--- src/rtl/alu_pkg.sv ---
// Shared defaults, FSM state encoding and command record helpers for the ALU issue stage.
package alu_pkg;

    localparam int ALU_WIDTH   = 32;
    localparam int ALU_OPW     = 3;
    localparam int ALU_DEPTH   = 4;
    localparam int ALU_LAT_DEF = 1;
    localparam int ALU_TAGW    = 4;

    typedef enum logic [1:0] {
        IDLE = 2'd0,
        EXEC = 2'd1,
        RESP = 2'd2
    } state_t;

    // Command record is packed as {tag, opcode, a, b}; this returns its total width.
    function automatic int rec_width(input int width, input int opw, input int tagw);
        return tagw + opw + 2 * width;
    endfunction

endpackage

--- src/rtl/alu_issue_stage_if.sv ---
// Command, ALU-operand and response bus of the ALU issue stage.
// The master side is the environment (command source, ALU1, response consumer);
// the slave side is the issue stage itself.
interface alu_issue_stage_if
    import alu_pkg::*;
#(
    parameter int WIDTH = ALU_WIDTH,
    parameter int OPW   = ALU_OPW,
    parameter int TAGW  = ALU_TAGW
);
    logic             cmd_valid;
    logic             cmd_ready;
    logic [OPW-1:0]   cmd_opcode;
    logic [WIDTH-1:0] cmd_a;
    logic [WIDTH-1:0] cmd_b;

    logic [WIDTH-1:0] alu_a;
    logic [WIDTH-1:0] alu_b;
    logic [OPW-1:0]   alu_opcode;
    logic [WIDTH-1:0] alu_result;

    logic             rsp_valid;
    logic             rsp_ready;
    logic [WIDTH-1:0] rsp_result;
    logic [OPW-1:0]   rsp_opcode;
    logic [TAGW-1:0]  rsp_tag;

    modport master (
        output cmd_valid, cmd_opcode, cmd_a, cmd_b, alu_result, rsp_ready,
        input  cmd_ready, alu_a, alu_b, alu_opcode,
               rsp_valid, rsp_result, rsp_opcode, rsp_tag
    );

    modport slave (
        input  cmd_valid, cmd_opcode, cmd_a, cmd_b, alu_result, rsp_ready,
        output cmd_ready, alu_a, alu_b, alu_opcode,
               rsp_valid, rsp_result, rsp_opcode, rsp_tag
    );

endinterface

--- src/rtl/alu_cmd_fifo.sv ---
// Synchronous command FIFO with synchronous flush; DEPTH must be a power of two >= 2.
module alu_cmd_fifo #(
    parameter int DEPTH = 4,
    parameter int DW    = 8
)(
    input  logic                     clk,
    input  logic                     rst_n,
    input  logic                     clr,
    input  logic                     push,
    input  logic [DW-1:0]            wr_data,
    input  logic                     pop,
    output logic [DW-1:0]            rd_data,
    output logic                     full,
    output logic                     empty,
    output logic [$clog2(DEPTH):0]   count
);
    localparam int AW = $clog2(DEPTH);

    logic [DW-1:0] mem [DEPTH];
    logic [AW-1:0] wr_ptr;
    logic [AW-1:0] rd_ptr;
    logic [AW:0]   count_q;
    logic          do_push;
    logic          do_pop;

    assign full    = (count_q == (AW+1)'(DEPTH));
    assign empty   = (count_q == '0);
    assign count   = count_q;
    assign rd_data = mem[rd_ptr];
    assign do_push = push & ~full & ~clr;
    assign do_pop  = pop & ~empty & ~clr;

    // Storage array; contents need no reset since occupancy is tracked separately.
    always_ff @(posedge clk) begin
        if (do_push) mem[wr_ptr] <= wr_data;
    end

    // Pointers wrap naturally at DEPTH; count tracks occupancy.
    always_ff @(posedge clk or negedge rst_n) begin
        if (!rst_n) begin
            wr_ptr  <= '0;
            rd_ptr  <= '0;
            count_q <= '0;
        end else if (clr) begin
            wr_ptr  <= '0;
            rd_ptr  <= '0;
            count_q <= '0;
        end else begin
            if (do_push) wr_ptr <= wr_ptr + 1'b1;
            if (do_pop)  rd_ptr <= rd_ptr + 1'b1;
            case ({do_push, do_pop})
                2'b10:   count_q <= count_q + 1'b1;
                2'b01:   count_q <= count_q - 1'b1;
                default: count_q <= count_q;
            endcase
        end
    end

endmodule

--- src/rtl/alu_issue_stage.sv ---
// ALU issue stage: queues commands, drives registered operands into a combinational ALU,
// samples its result after ALU_LAT cycles and returns it tagged on a valid/ready port.
module alu_issue_stage
    import alu_pkg::*;
#(
    parameter int WIDTH   = ALU_WIDTH,
    parameter int OPW     = ALU_OPW,
    parameter int DEPTH   = ALU_DEPTH,
    parameter int ALU_LAT = ALU_LAT_DEF,
    parameter int TAGW    = ALU_TAGW
)(
    input  logic                   clk,
    input  logic                   rst_n,
    input  logic                   clr,
    alu_issue_stage_if.slave       bus,
    output logic                   busy,
    output logic [$clog2(DEPTH):0] fifo_count
);
    localparam int RW = rec_width(WIDTH, OPW, TAGW);
    localparam int LW = (ALU_LAT > 1) ? $clog2(ALU_LAT) : 1;

    state_t           state;
    logic [LW-1:0]    lat_cnt;
    logic [TAGW-1:0]  tag_cnt;
    logic [TAGW-1:0]  op_tag;
    logic [WIDTH-1:0] alu_a_q;
    logic [WIDTH-1:0] alu_b_q;
    logic [OPW-1:0]   alu_op_q;
    logic [WIDTH-1:0] rsp_result_q;
    logic [OPW-1:0]   rsp_op_q;
    logic [TAGW-1:0]  rsp_tag_q;
    logic             rsp_valid_q;
    logic             run;

    logic             full;
    logic             empty;
    logic             push;
    logic             pop;
    logic [RW-1:0]    rd_data;
    logic [TAGW-1:0]  nxt_tag;
    logic [OPW-1:0]   nxt_op;
    logic [WIDTH-1:0] nxt_a;
    logic [WIDTH-1:0] nxt_b;

    // cmd_ready is held low during reset and rises on the first clock after release.
    assign bus.cmd_ready = run & ~full;
    assign push          = bus.cmd_valid & bus.cmd_ready & ~clr;
    // Pop when idle, or when the current response is being accepted (back-to-back issue).
    assign pop           = ~clr & ~empty &
                           ((state == IDLE) | ((state == RESP) & bus.rsp_ready));
    assign {nxt_tag, nxt_op, nxt_a, nxt_b} = rd_data;
    assign busy          = (state != IDLE) | ~empty;

    assign bus.alu_a      = alu_a_q;
    assign bus.alu_b      = alu_b_q;
    assign bus.alu_opcode = alu_op_q;
    assign bus.rsp_valid  = rsp_valid_q;
    assign bus.rsp_result = rsp_result_q;
    assign bus.rsp_opcode = rsp_op_q;
    assign bus.rsp_tag    = rsp_tag_q;

    alu_cmd_fifo #(
        .DEPTH (DEPTH),
        .DW    (RW)
    ) u_fifo (
        .clk     (clk),
        .rst_n   (rst_n),
        .clr     (clr),
        .push    (push),
        .wr_data ({tag_cnt, bus.cmd_opcode, bus.cmd_a, bus.cmd_b}),
        .pop     (pop),
        .rd_data (rd_data),
        .full    (full),
        .empty   (empty),
        .count   (fifo_count)
    );

    // Marks the stage as out of reset so cmd_ready can assert.
    always_ff @(posedge clk or negedge rst_n) begin
        if (!rst_n) run <= 1'b0;
        else        run <= 1'b1;
    end

    // Issue FSM with tag counter, latency counter and the alu_*/rsp_* output registers.
    always_ff @(posedge clk or negedge rst_n) begin
        if (!rst_n) begin
            state        <= IDLE;
            lat_cnt      <= '0;
            tag_cnt      <= '0;
            op_tag       <= '0;
            alu_a_q      <= '0;
            alu_b_q      <= '0;
            alu_op_q     <= '0;
            rsp_result_q <= '0;
            rsp_op_q     <= '0;
            rsp_tag_q    <= '0;
            rsp_valid_q  <= 1'b0;
        end else if (clr) begin
            state        <= IDLE;
            lat_cnt      <= '0;
            tag_cnt      <= '0;
            op_tag       <= '0;
            alu_a_q      <= '0;
            alu_b_q      <= '0;
            alu_op_q     <= '0;
            rsp_result_q <= '0;
            rsp_op_q     <= '0;
            rsp_tag_q    <= '0;
            rsp_valid_q  <= 1'b0;
        end else begin
            if (push) tag_cnt <= tag_cnt + 1'b1;
            case (state)
                IDLE: begin
                    if (pop) begin
                        alu_a_q  <= nxt_a;
                        alu_b_q  <= nxt_b;
                        alu_op_q <= nxt_op;
                        op_tag   <= nxt_tag;
                        lat_cnt  <= LW'(ALU_LAT - 1);
                        state    <= EXEC;
                    end
                end
                EXEC: begin
                    if (lat_cnt == '0) begin
                        rsp_result_q <= bus.alu_result;
                        rsp_op_q     <= alu_op_q;
                        rsp_tag_q    <= op_tag;
                        rsp_valid_q  <= 1'b1;
                        state        <= RESP;
                    end else begin
                        lat_cnt <= lat_cnt - 1'b1;
                    end
                end
                RESP: begin
                    if (bus.rsp_ready) begin
                        rsp_valid_q <= 1'b0;
                        if (pop) begin
                            alu_a_q  <= nxt_a;
                            alu_b_q  <= nxt_b;
                            alu_op_q <= nxt_op;
                            op_tag   <= nxt_tag;
                            lat_cnt  <= LW'(ALU_LAT - 1);
                            state    <= EXEC;
                        end else begin
                            state <= IDLE;
                        end
                    end
                end
                default: state <= IDLE;
            endcase
        end
    end

endmodule

--- src/flat_wrapper.sv ---
// flat-port wrapper written by rule: the top's interface ports become plain ports
module alu_issue_stage_flat import alu_pkg::*;
#(
    parameter int WIDTH   = ALU_WIDTH,
    parameter int OPW     = ALU_OPW,
    parameter int DEPTH   = ALU_DEPTH,
    parameter int ALU_LAT = ALU_LAT_DEF,
    parameter int TAGW    = ALU_TAGW
)
  (clk, rst_n, clr, busy, fifo_count, bus_cmd_valid, bus_cmd_opcode, bus_cmd_a, bus_cmd_b, bus_alu_result, bus_rsp_ready, bus_cmd_ready, bus_alu_a, bus_alu_b, bus_alu_opcode, bus_rsp_valid, bus_rsp_result, bus_rsp_opcode, bus_rsp_tag);
  alu_issue_stage_if #(.WIDTH(WIDTH), .OPW(OPW), .TAGW(TAGW)) bus_i ();
  input  logic clk;
  input  logic rst_n;
  input  logic clr;
  output logic busy;
  output logic [$clog2(DEPTH):0] fifo_count;
  input wire logic [$bits(bus_i.cmd_valid)-1:0] bus_cmd_valid;
  input wire logic [$bits(bus_i.cmd_opcode)-1:0] bus_cmd_opcode;
  input wire logic [$bits(bus_i.cmd_a)-1:0] bus_cmd_a;
  input wire logic [$bits(bus_i.cmd_b)-1:0] bus_cmd_b;
  input wire logic [$bits(bus_i.alu_result)-1:0] bus_alu_result;
  input wire logic [$bits(bus_i.rsp_ready)-1:0] bus_rsp_ready;
  output wire logic [$bits(bus_i.cmd_ready)-1:0] bus_cmd_ready;
  output wire logic [$bits(bus_i.alu_a)-1:0] bus_alu_a;
  output wire logic [$bits(bus_i.alu_b)-1:0] bus_alu_b;
  output wire logic [$bits(bus_i.alu_opcode)-1:0] bus_alu_opcode;
  output wire logic [$bits(bus_i.rsp_valid)-1:0] bus_rsp_valid;
  output wire logic [$bits(bus_i.rsp_result)-1:0] bus_rsp_result;
  output wire logic [$bits(bus_i.rsp_opcode)-1:0] bus_rsp_opcode;
  output wire logic [$bits(bus_i.rsp_tag)-1:0] bus_rsp_tag;
  assign bus_i.cmd_valid = bus_cmd_valid;
  assign bus_i.cmd_opcode = bus_cmd_opcode;
  assign bus_i.cmd_a = bus_cmd_a;
  assign bus_i.cmd_b = bus_cmd_b;
  assign bus_i.alu_result = bus_alu_result;
  assign bus_i.rsp_ready = bus_rsp_ready;
  assign bus_cmd_ready = bus_i.cmd_ready;
  assign bus_alu_a = bus_i.alu_a;
  assign bus_alu_b = bus_i.alu_b;
  assign bus_alu_opcode = bus_i.alu_opcode;
  assign bus_rsp_valid = bus_i.rsp_valid;
  assign bus_rsp_result = bus_i.rsp_result;
  assign bus_rsp_opcode = bus_i.rsp_opcode;
  assign bus_rsp_tag = bus_i.rsp_tag;
  alu_issue_stage #(.WIDTH(WIDTH), .OPW(OPW), .DEPTH(DEPTH), .ALU_LAT(ALU_LAT), .TAGW(TAGW)) u_core (.clk(clk), .rst_n(rst_n), .clr(clr), .bus(bus_i), .busy(busy), .fifo_count(fifo_count));
endmodule
--- config.mk ---
export PLATFORM = sky130hd
export DESIGN_NAME = alu_issue_stage_flat
export DESIGN_NICKNAME = d
export VERILOG_FILES = /design/src/rtl/alu_pkg.sv /design/src/rtl/alu_issue_stage_if.sv /design/src/rtl/alu_cmd_fifo.sv /design/src/rtl/alu_issue_stage.sv /design/src/flat_wrapper.sv
export SDC_FILE = /design/constraint.sdc
export NUM_CORES = 1
export LEC_CHECK = 0
export ABC_AREA = 1
export CAP_MARGIN = 0
export CORE_MARGIN = 2
export CORE_UTILIZATION = 30
export CTS_CLUSTER_SIZE = 12
export DETAILED_ROUTE_END_ITERATION = 7
export PLACE_DENSITY = 0.52
export SLEW_MARGIN = 5
export SYNTH_ARGS = -nofsm -noshare
export SYNTH_HDL_FRONTEND = slang
export SYNTH_SLANG_ARGS = --single-unit
--- constraint.sdc ---
create_clock -name clk -period 13 [get_ports clk]
set_input_delay 2.6 -clock clk [delete_from_list [all_inputs] [get_ports clk]]
set_output_delay 2.6 -clock clk [all_outputs]
set_load 0.01 [all_outputs]
# After elaboration in Yosys (flattened, before gate mapping)

Memories as Yosys holds them, arrays and structs flattened.
Cells that the tools add are included.

Word-level logic and storage cells: 112
Memories: 1
Bits in registers: 126
Input bits: 104
RAM bits: 284

Memories:

| memory            | words | width | rd ports | clocked after Yosys merged registers in | wr ports | line               | text |
|---|---|---|---|---|---|---|---|
| u_core.u_fifo.mem | 4     | 71    | 1        | 0                                       | 1        | alu_cmd_fifo.sv:19 | `logic [DW-1:0] mem [DEPTH];` |

Muxes and demuxes: 50
Reduce and logical (&&, ||, !) cells: 16
Equal/unequal tests: 9
Bitwise gates (word level): 15
Add/subtract/negate cells: 6

Operator list:

| cell                                           | number |
|---|---|
| 2-to-1 mux 32 bit                              | 9 |
| case mux 32 bit (2 select lines)               | 2 |
| 2-to-1 mux 4 bit                               | 8 |
| 2-to-1 mux 3 bit                               | 7 |
| 2-to-1 mux 2 bit                               | 8 |
| case mux 3 bit (2 select lines)                | 2 |
| AND 1 bit                                      | 10 |
| 2-to-1 mux 1 bit                               | 10 |
| nonzero test 2 bit                             | 5 |
| != test 3 bit (second input constant)          | 3 |
| nonzero test 3 bit                             | 3 |
| case mux 4 bit (2 select lines)                | 1 |
| case mux 2 bit (3 select lines)                | 1 |
| AND reduction 2 bit                            | 3 |
| AND reduction 3 bit                            | 2 |
| adder 2 x 1 -> 2 bit (second input constant)   | 2 |
| adder 4 x 1 -> 4 bit (second input constant)   | 1 |
| == test 2 x 1 -> 1 bit (second input constant) | 2 |
| == test 2 bit (second input constant)          | 2 |
| nonzero test 4 bit                             | 1 |
| adder 3 x 1 -> 3 bit (second input constant)   | 1 |
| == test 3 bit (second input constant)          | 1 |
| zero test 3 bit                                | 1 |
| inverter 1 bit                                 | 3 |
| other kinds (7)                                | 8 |

# Logic depth before layout (Yosys ltp)

Gate-level depths: netlist of the first run.

Word-level depth: 10
Mapped depth: 13
Depth with buffers taken out: 13

# Modules after synthesis

A second synthesis of the first run with hierarchy kept.

Cells, all modules: 1274
Area, all modules: 15985.3 µm²

By module, submodules not included:

| module          | times used | area an instance (µm²) | cells an instance |
|---|---|---|---|
| alu_cmd_fifo    | 1          | 11013.1                | 752 |
| alu_issue_stage | 1          | 4972.3                 | 522 |

# Least setup slack after synthesis of the first run

No wires, ideal clock.

Path type: in2reg
Start point: in bus_cmd_valid
End point: mem u_core.u_fifo.mem[0][0] (netlist name) (enable)
Library setup time: 0.500 ns
Arrival: 6.039 ns
Buffers on the path: 0
Data required time: 12.500 ns
Stages: 4
Path slack: 6.461 ns
Cells stage by stage: nand3_2 > nor2_1 > inv_1 > nor2_1

Word-level cells in the longest chain between the ends: 6

RTL lines:

| what                                   | line                  | text |
|---|---|---|
| from (decl)                            | flat_wrapper.sv:17    | `input wire logic [$bits(bus_i.cmd_valid)-1:0] bus_cmd_valid;` |
| AND 1 bit (2 in a row)                 | alu_issue_stage.sv:47 | `assign push = bus.cmd_valid & bus.cmd_ready & ~clr;` |
| AND 1 bit (2 in a row)                 | alu_cmd_fifo.sv:30    | `assign do_push = push & ~full & ~clr;` |
| 2-to-1 mux 1 bit                       | alu_cmd_fifo.sv:35    | `if (do_push) mem[wr_ptr] <= wr_data;` |
| 2-to-1 mux 1 bit (implied by the code) | alu_cmd_fifo.sv:35    |  |
| to (decl)                              | alu_cmd_fifo.sv:19    |  |

No other way between the ends.

# Worst setup path after layout of the first run

Start point: in bus_cmd_valid
End point: mem u_core.u_fifo.mem[1][2] (netlist name) (enable)

The elaborated chain is that of the path after synthesis.

==> results of run 1 <==
-- worst max-delay path: cells and delay by family --
kind                   cells  cell delay (ns)
buffers and inverters      3             1.39
AND/OR/NAND/NOR            3             1.31
-- through the flow --
stage / area, um2 / instances / hold WS [ns] / power, mW / utilization
4_1_cts: 19800 / 2169 / 0.518 / 3.63 / 0.385
3_3_place_gp: 18400 / 2088 / 0.499 / 2.40 / 0.358
5_1_grt: 19800 / 2169 / 0.531 / 3.77 / 0.385
2_1_floorplan: 15600 / 1259 / 0.479 / 2.03 / -
6_report: 19800 / 2170 / 0.511 / 3.57 / 0.385
3_5_place_dp: 18400 / 2088 / 0.499 / 2.41 / 0.358
-- how the worst min path moves through the flow --
stage / start / to / cells after the start
6_report: u_core.bus.alu_b[3] / u_core.bus.alu_b[3] / 2
5_1_grt: u_core.bus.rsp_result[17] / u_core.bus.rsp_result[17] / 2
4_1_cts: u_core.bus.alu_b[16] / u_core.bus.alu_b[16] / 2
3_5_place_dp: u_core.bus.alu_b[16] / u_core.bus.alu_b[16] / 2
3_3_place_gp: u_core.bus.alu_a[30] / u_core.bus.alu_a[30] / 2
2_1_floorplan: u_core.tag_cnt[3] / u_core.tag_cnt[3] / 1
-- final cells by class --
cell class              count  share of cell area
inverters                  68              0.0132
clock buffers              69              0.0646
multi-input cells         703               0.169
diodes                      1            0.000127
repair buffers            228               0.114
well taps                 680              0.0430
clock inverters            12             0.00614
flip-flops and latches    409               0.590
-- routing by layer --
layer / share of wire / wire length [um] / vias to the layer above
met2: 0.48 / 18700 / 231
met5: 0.0022 / 86 / -
li1: - / - / 4850
met1: 0.43 / 16900 / 4899
met3: 0.066 / 2600 / 74
met4: 0.023 / 895 / 14
-- power by group through the flow --
stage	clock network [mW]	logic [mW]	registers (mW)
after global routing	1.29	0.840	1.63
after floorplan	0	0.393	1.63
final	1.21	0.750	1.61
after CTS	1.25	0.767	1.62
after detailed placement	0	0.764	1.64
after global placement	0	0.759	1.64
-- sequential cells by signal, indices dropped and copies added (netlist names) --
register / flops
u_core.u_fifo.mem: 284
u_core.u_fifo.wr_ptr: 2
u_core.u_fifo.rd_ptr: 2
u_core.run: 1
u_core.bus.alu_a: 32
u_core.bus.alu_b: 32
u_core.state: 2
u_core.bus.alu_opcode: 3
u_core.bus.rsp_result: 32
u_core.tag_cnt: 4
u_core.bus.rsp_tag: 4
u_core.u_fifo.count: 3
u_core.op_tag: 4
u_core.bus.rsp_opcode: 3
u_core.bus.rsp_valid: 1
-- cell families (layout without fill, tap and decap cells) --
| group | Yosys count | after routing |
|---|---|---|
| AND/OR/NAND/NOR | 399 | 399 |
| AO/OA/AOI/OAI | 296 | 296 |
| other | 1 | 2 |
| adder cells (fa/ha/maj) | 6 | 6 |
| XOR/XNOR | 1 | 1 |
| flip-flops | 409 | 409 |
| buffers and inverters | 147 | 377 |
-- layout by cell type (no fill, tap or decap), types with 13 or more instances in the layout --
| master | count |
|---|---|
| nor2_1 | 198 |
| o21ai_1 | 62 |
| nand2_1 | 109 |
| clkdlybuf4s50_1 | 214 |
| nand3_1 | 80 |
| o22ai_1 | 53 |
| buf_4 | 13 |
| inv_1 | 61 |
| a31oi_1 | 25 |
| edfxtp_1 | 284 |
| o21ai_0 | 152 |
| dfrtp_1 | 123 |
| clkbuf_1 | 18 |
| clkbuf_16 | 45 |
==> out/results.ini, run 1 <==
[clocking]
ctsHoldBuffers = 0
cts_setup_buffers = 0
root_buffer = clkbuf_16
htreeDepth = 2
cts_tree = yes
clock-sinks = 409
cts_resized = 0
clock_path_buffers = 3
insertion_delay_ns = 0.58
clkSlewWorstSetupHoldPaths_ns = 0.06
cts_buffers = 44

[yosys]
synth_compound_area_frac = 0.102
yosys.area_share.simple = 0.104
ys.flop_type = edfxtp_1
yosysSeqAreaShare = 0.748
synth_xor_area_frac = 0.000562
synth_mux_area_frac = 0
synth_cells = 1259
synth_area_leaders = edfxtp_1 (55%), dfrtp_1 (20%), o21ai_0 (4.9%)
yosys.area.top_type = edfxtp_1
synth_top_family_by_area = simple AND/OR/NAND/NOR gates
synth_commonest_cells = edfxtp_1 (284), nor2_1 (202), o21ai_0 (152)
synth_fa_ha_area_frac = 0.00530
ys_warn_count = 0
synth-edff-count = 284
async_reset_ff_frac = 0.306
syn-num-nets = 1369
synth.avg_cell_area_um2 = 12.4
ys_ff_latch = 409
synth_area_um2 = 15600
yosysTopAreaCellShare = 0.548
yosysMostFrequentCell = edfxtp_1
ys_types = 25

[global_route]
grtUsageMet1 = 0.179
grt_pass1_vias = 10000
grt_max_degree = 87
busiest_layer = met2
grt_util_met2 = 0.241
gr-usage-all-layers = 0.144
grt_antenna_before_repair = 8
grt_use_met3 = 0.0386
grt-ovfl-total = 0
grt_pass1_wl_mm = 59.3

[final_layout]
nFillCells = 4956
nets = 1564
area_growth_pct = 26.9
layout-drive-gt1-share = 0.0611
multiInputGateArea_um2 = 3340
regArea_um2 = 11700

[drt]
drt_first_pass_iters = 5
vias = 10100
totalWireLength_mm = 39.2
wl_per_cell_um = 18.1
remaining_drc_errors = 0
ant_nets = 0
drt_iter0_drc = 686
post_drt_via_cell_ratio = 4.64

[setup_path]
path_max_fanout = 41
critical_path_class = in -> reg
r2r-start = u_core.u_fifo.count[1]
cp-startpoint = bus_cmd_valid
critPathLaunchType = input pin
cp_data_arrival_time_ns = 5.33
worstSetupEndpoint = u_core.u_fifo.mem[1][2]
cp.required_ns = 13.20
worst_setup_path_end_kind = flip-flop
reg2regPathDepth = 7
slowest_stage = nor2_4
path_cells = clkdlybuf4s50_1 -> nand3_2 -> nor2_1 -> inv_1 -> nor2_4 -> buf_4
timing.rr.end = u_core.u_fifo.mem[1][2]
cp_slowest_stage_delay_ns = 0.85
reg2reg_slack_ns = 9.72

[sta]
fin_crit_sh = 0.395
finalSetupTns_ns = 0
period_minus_slack_ns = 5.13
final_hold_viol_count = 0
relSlewSlack = 0.234
drv_slew = 0
tightestPinTransition_ns = 1.15
fin_ws_ns = 7.87
finClkSkew_ns = 0.0184
max_freq_mhz = 195
setup_violations = 0
rsz0062_at_grt = false

[floorplanning]
row_count = 83
dieArea_um2 = 53700
die_h_um = 232
initial_core_util = 0.304
coreArea_um2 = 51300
pin_count = 216
die_w_um = 232

[pwr]
p_sw_frac = 0.293
leakage_nw = 7.28
power_switching_mw = 1.05
pwr-share-clk = 0.338
seqPwrFrac = 0.452
power_frac_comb = 0.210
p_per_area_nw_per_um2 = 181
p_int_mw = 2.53
ir_drop_uv = 79.6

[place]
gp_congestion = 0.756
numPortBuffers = 215
pre_cts_slack_ns = 7.21
dp_hpwl_mm = 22.3

[job]
maxCapViolCount = 0

[min_path]
hold_path_class = reg -> reg

[outcome]
outcome = complete, no violations

Note: power is estimated with default switching activity, not from simulation.
==> run 2: changes to the inputs <==
--- a/config.mk
+++ b/config.mk
@@ -11,7 +11,7 @@
 export CORE_UTILIZATION = 30
 export CTS_CLUSTER_SIZE = 12
 export DETAILED_ROUTE_END_ITERATION = 7
-export PLACE_DENSITY = 0.52
+export PLACE_DENSITY = 0.54
 export SLEW_MARGIN = 5
 export SYNTH_ARGS = -nofsm -noshare
 export SYNTH_HDL_FRONTEND = slang
==> constraint.sdc (replaced) <==
create_clock -name clk -period 4.3 [get_ports clk]
set_input_delay 0.86 -clock clk [delete_from_list [all_inputs] [get_ports clk]]
set_output_delay 0.86 -clock clk [all_outputs]
set_load 0.01 [all_outputs]
==> run 2 against run 1 <==
Total power increased to 3.0 times the previous value. Die area unchanged. Global-route usage decreased by 0.18 points. Sequential share of layout area decreased by 0.23 points. Critical path type is now reg -> out. Final cell count increased by 0.37%. Routed wire length decreased by 2.2%. Critical path depth decreased by 1. Combinational power increased to 3.1 times the previous value. Register-to-register slack got worse by 8.0 ns. First-iteration DRC count decreased by 32%. Sequential cell count unchanged.
==> out/results.ini, run 2 (same netlist as run 1, synthesis figures left out) <==
[place]
pre_cts_slack_ns = 1.03  ; -6.18 ns
numPortBuffers = 215  ; unchanged
placed_area_um2 = 18400  ; +0.42%
dp_hpwl_mm = 22.1  ; -0.87%
gp_congestion = 0.748  ; -1.0%

[floorplanning]
pin_count = 216  ; unchanged
die_h_um = 232  ; unchanged
row_count = 83  ; unchanged
die_w_um = 232  ; unchanged
dieArea_um2 = 53700  ; unchanged
initial_core_util = 0.304  ; unchanged
coreArea_um2 = 51300  ; unchanged

[sta]
drv_slew = 0  ; unchanged
finClkSkew_ns = 0.0156  ; -0.00286 ns
tightestPinTransition_ns = 1.01  ; -0.134 ns
period_minus_slack_ns = 2.91
fin_crit_sh = 0.676
relSlewSlack = 0.324  ; +0.0893
fin_ws_ns = 1.39  ; -6.48 ns
whs_ns = 0.324  ; -0.187 ns
max_freq_mhz = 344
final_hold_viol_count = 0  ; unchanged
rsz0062_at_grt = false
setup_violations = 0  ; unchanged
finalSetupTns_ns = 0  ; unchanged

[final_layout]
nets = 1572  ; +0.51%
largest_reg_flops = 284  ; unchanged
nFillCells = 4966  ; +0.20%
diodes = 0  ; -1
largest-register = u_core.u_fifo.mem
final_cell_mix = edfxtp_1 (284), clkdlybuf4s50_1 (214), nor2_1 (198)
final_common_cell = edfxtp_1
finish.instance_area_um2 = 19800  ; +0.39%
area_growth_pct = 27.4
layout-drive-gt1-share = 0.0668  ; +0.00564

[drt]
wl_per_cell_um = 17.6  ; -2.5%
drt_first_pass_iters = 5  ; unchanged
drt_iter0_drc = 466  ; -32%
post_drt_via_cell_ratio = 4.64  ; about the same
vias = 10100  ; +0.42%
totalWireLength_mm = 38.4  ; -2.2%
remaining_drc_errors = 0  ; unchanged
ant_nets = 0  ; unchanged

[setup_path]
path_cells = inv_2 -> nand2_1 -> nor2_1 -> nand3_1 -> clkdlybuf4s50_1
path_max_fanout = 5  ; -88%
cp_num_buf_inv = 2  ; -1
timing.rr.end = u_core.op_tag[1]
reg2regPathDepth = 5  ; -2
cp_data_arrival_time_ns = 2.05  ; -3.28 ns
cp.required_ns = 3.44  ; -9.76 ns
r2r-start = u_core.u_fifo.rd_ptr[0]
cpLargestDelayFamily = buffers and inverters
critPathLaunchType = flip-flop
reg2reg_slack_ns = 1.76  ; -7.96 ns
worst_setup_path_end_kind = primary output
cp_slowest_stage_delay_ns = 0.53  ; -0.32 ns
slowest_stage = clkdlybuf4s50_1
critical_path_class = reg -> out

[global_route]
grt_max_degree = 100  ; +15%
gr-usage-all-layers = 0.142  ; -0.00185
grt_pass1_wl_mm = 59.2  ; -0.27%
grt_antenna_before_repair = 3  ; -5
grt-ovfl-total = 0  ; unchanged
grt_pass1_vias = 10100  ; +0.35%

[clocking]
cts_resized = 0  ; unchanged
cts_buffers = 45  ; +2.3%
ctsHoldBuffers = 0  ; unchanged
cts_tree = yes
insertion_delay_ns = 0.56  ; -0.02 ns
clock-sinks = 409  ; unchanged
clock_path_buffers = 3  ; unchanged
htreeDepth = 2  ; unchanged
clkSlewWorstSetupHoldPaths_ns = 0.05  ; about the same
root_buffer = clkbuf_16
cts_setup_buffers = 0  ; unchanged

[pwr]
leakage_nw = 7.32  ; +0.56%
ir_drop_uv = 312  ; +290%
finalPower_mw = 10.8  ; +200%
p_per_area_nw_per_um2 = 543  ; +200%

[min_path]
hold_path_class = in -> async

[outcome]
outcome = complete, no violations

[job]
maxCapViolCount = 0  ; unchanged

run 2: per-stage QoR:
stage,utilization,std cells
5_1_grt,0.387,2178
3_5_place_dp,0.360,2095
2_1_floorplan,-,1259
3_3_place_gp,0.360,2095
4_1_cts,0.387,2178
6_report,0.387,2178
run 2: worst max path at each step:
stage                                       from                        to  cells after the start
after detailed placement           bus_cmd_valid  u_core.u_fifo.mem[3][38]                      6
after floorplan                    bus_cmd_valid   u_core.u_fifo.mem[0][0]                      4
final                     u_core.u_fifo.count[0]                      busy                      5
after CTS                 u_core.u_fifo.count[0]                      busy                      5
after global placement             bus_cmd_valid  u_core.u_fifo.mem[1][42]                      6
after global routing      u_core.u_fifo.count[0]                      busy                      5
run 2: layout make-up:
cell class	count	area (um2)	share of cell area
multi-input combinational	703	3340	0.169
inverter	68	260	0.0131
timing repair buffer	235	2330	0.117
sequential	409	11700	0.588
tap	680	851	0.0429
clock inverter	13	87.6	0.00441
clock buffer	70	1310	0.0661
run 2: report_power, final:
| part | switching [mW] | internal [mW] |
|---|---|---|
| registers | 0.262 | 4.56 |
| logic | 1.36 | 0.979 |
| clock network | 1.52 | 2.10 |
| total | 3.13 | 7.65 |
run 2: worst reg2reg max path: cells and delay by family, from the launching register on:
| kind | cells | cell delay [ns] |
|---|---|---|
| buffers and inverters | 1 | 0.87 |
| DFF | 1 | 0.75 |
| AOI/OAI and AO/OA | 3 | 0.74 |
| and+or+nand+nor | 1 | 0.09 |
run 2: metal layers:
layer / GRT usage / up-vias / share of wire
li1: - / 4867 / -
met1: 0.188 / 4902 / 0.45
met2: 0.234 / 278 / 0.47
met3: 0.0280 / 57 / 0.058
met4: 0.0463 / 6 / 0.022
met5: 0 / - / 0.0010
==> run 3: changes to the inputs <==
--- a/config.mk
+++ b/config.mk
@@ -11,7 +11,7 @@
 export CORE_UTILIZATION = 30
 export CTS_CLUSTER_SIZE = 12
 export DETAILED_ROUTE_END_ITERATION = 7
-export PLACE_DENSITY = 0.54
+export PLACE_DENSITY = 0.52
 export SLEW_MARGIN = 5
 export SYNTH_ARGS = -nofsm -noshare
 export SYNTH_HDL_FRONTEND = slang
==> constraint.sdc (replaced) <==
create_clock -name clk -period 3 [get_ports clk]
set_input_delay 0.6 -clock clk [delete_from_list [all_inputs] [get_ports clk]]
set_output_delay 0.6 -clock clk [all_outputs]
set_load 0.01 [all_outputs]
==> run 3 against run 2 <==
Combinational power increased by 45%. Worst hold slack gained 0.16 ns. Total power up 44%. Non-clock buffer count up 7. Clock-buffer cell count is the same. Clock skew rose by 0.0070 ns. Critical path type unchanged. Critical endpoint unchanged. Largest cell class unchanged. Largest power group unchanged.
==> out/results.ini, run 3 (same netlist as run 1, synthesis figures left out) <==
[clocking]
insertion_delay_ns = 0.58  ; +0.02 ns
cts_buffers = 44  ; -2.2%
cts_tree = yes
clock_path_buffers = 3  ; unchanged
cts_resized = 0  ; unchanged
htreeDepth = 2  ; unchanged
clkSlewWorstSetupHoldPaths_ns = 0.06  ; about the same
root_buffer = clkbuf_16
clock-sinks = 409  ; unchanged

[sta]
final_hold_viol_count = 0  ; unchanged
max_freq_mhz = 389
setup_violations = 0  ; unchanged
drv_slew = 0  ; unchanged
fin_crit_sh = 0.857
finClkSkew_ns = 0.0225  ; +0.00696 ns
relSlewSlack = 0.406  ; +0.0829
period_minus_slack_ns = 2.57
tightestPinTransition_ns = 0.890  ; -0.124 ns
rsz0062_at_grt = false

[drt]
vias = 10100  ; +0.11%
totalWireLength_mm = 39.4  ; +2.8%
wl_per_cell_um = 18.1  ; +2.6%
drt_iter0_drc = 540  ; +16%
drt_first_pass_iters = 5  ; unchanged
remaining_drc_errors = 0  ; unchanged
ant_nets = 0  ; unchanged
post_drt_via_cell_ratio = 4.64  ; -0.12%

[global_route]
grt_max_degree = 112  ; +12%
gr-usage-all-layers = 0.146  ; +0.00381
grt_antenna_before_repair = 2  ; -1
grt-ovfl-total = 0  ; unchanged
grt_pass1_wl_mm = 60.5  ; +2.2%
grt_pass1_vias = 10100  ; +0.19%

[floorplanning]
die_w_um = 232  ; unchanged
initial_core_util = 0.304  ; unchanged
die_h_um = 232  ; unchanged
coreArea_um2 = 51300  ; unchanged
row_count = 83  ; unchanged
dieArea_um2 = 53700  ; unchanged
pin_count = 216  ; unchanged

[final_layout]
layout-drive-gt1-share = 0.0672  ; +0.000443
nets = 1578  ; +0.38%
finish.instance_area_um2 = 20000  ; +0.86%
layout.cells.non_filler = 2183  ; +0.23%
final_common_cell = edfxtp_1
area_growth_pct = 28.5
diodes = 0  ; unchanged
final_cell_mix = edfxtp_1 (284), clkdlybuf4s50_1 (214), nor2_1 (198)
nFillCells = 4945  ; -0.42%
largest_reg_flops = 284  ; unchanged
largest-register = u_core.u_fifo.mem

[pwr]
power_frac_comb = 0.219  ; +0.002
leakage_nw = 7.38  ; +0.90%
seqPwrFrac = 0.445  ; -0.003
power_switching_mw = 4.54  ; +45%
p_per_area_nw_per_um2 = 777  ; +43%
p_sw_frac = 0.292  ; +0.00154
ir_drop_uv = 361  ; +16%
finalPower_mw = 15.5  ; +44%
pwr-share-clk = 0.336  ; about the same
p_int_mw = 11.0  ; +44%

[place]
placed_area_um2 = 18600  ; +0.92%
dp.cells = 2101  ; +0.29%
numPortBuffers = 215  ; unchanged
gp_congestion = 0.747  ; about the same
dp_hpwl_mm = 23.1  ; +4.5%

[min_path]
hold_path_class = in -> async

[setup_path]
slowest_stage = clkdlybuf4s50_1
critPathLaunchType = flip-flop
reg2reg_slack_ns = 0.77  ; -0.99 ns
r2r-start = u_core.u_fifo.count[1]
timing.rr.end = u_core.u_fifo.mem[1][4]
critical_path_class = reg -> out
path_cells = inv_2 -> nand2_1 -> nor2_1 -> nand3_1 -> clkdlybuf4s50_1
cp_data_arrival_time_ns = 1.97  ; -0.08 ns
cp.required_ns = 2.40  ; -1.04 ns
reg2regPathDepth = 7  ; +2
worst_setup_path_end_kind = primary output
path_max_fanout = 5  ; unchanged
cp_slowest_stage_delay_ns = 0.51  ; -0.02 ns

[outcome]
outcome = complete, no violations

[job]
maxCapViolCount = 0  ; unchanged

-- run 3: layer usage --
| layer | vias to the layer above | GRT usage | routed length [um] |
|---|---|---|---|
| met4 | 4 | 0.0475 | 820 |
| li1 | 4884 | - | - |
| met1 | 4940 | 0.192 | 17700 |
| met2 | 235 | 0.243 | 18800 |
| met3 | 58 | 0.0291 | 2010 |
| met5 | - | 0 | 27 |
-- run 3: cell type report --
| type | count | area, um2 | share of cell area |
|---|---|---|---|
| flip-flops and latches | 409 | 11700 | 0.583 |
| clock buffers | 70 | 1280 | 0.0639 |
| inverters | 68 | 260 | 0.0130 |
| well taps | 680 | 851 | 0.0425 |
| multi-input cells | 703 | 3340 | 0.167 |
| clock inverters | 11 | 110 | 0.00550 |
| repair buffers | 242 | 2510 | 0.125 |
-- run 3: worst max-delay path, delay by kind of cell, from the launching register on --
family        cells  cell delay, ns
flops             1            0.45
simple gates      3            0.37
buf+inv           2            0.59
-- run 3: how the worst max path moves through the flow --
stage | from | to | cells past startpoint
2_1_floorplan | u_core.u_fifo.count[1] | u_core.u_fifo.mem[0][0] | 6
3_3_place_gp | clr | u_core.u_fifo.count[2] | 13
3_5_place_dp | clr | u_core.u_fifo.count[2] | 13
4_1_cts | u_core.u_fifo.count[0] | busy | 5
5_1_grt | u_core.u_fifo.count[0] | busy | 5
6_report | u_core.u_fifo.count[0] | busy | 5
-- run 3: metrics by stage --
stage / util / TNS, ns / worst slack (ns) / hold WS (ns)
after detailed placement: 0.363 / 0 / 0.260 / 0.494
after global placement: 0.363 / 0 / 0.270 / 0.494
final: 0.390 / 0 / 0.430 / 0.486
after floorplan: - / -115.88 / -0.408 / 0.304
after CTS: 0.390 / 0 / 0.361 / 0.458
after global routing: 0.390 / 0 / 0.260 / 0.492
-- run 3: power groups by stage --
stage          registers [mW]  clock network [mW]  logic, mW
2_1_floorplan            7.07                   0       1.70
3_3_place_gp             7.02                   0       3.47
3_5_place_dp             7.04                   0       3.48
4_1_cts                  6.94                5.39       3.49
5_1_grt                  6.99                5.58       3.79
6_report                 6.92                5.23       3.40
-- run 3: timing repair --
action,in CTS,in global routing
buffers inserted,0,0
hold endpoints to repair,29,0
hold buffers,1,0
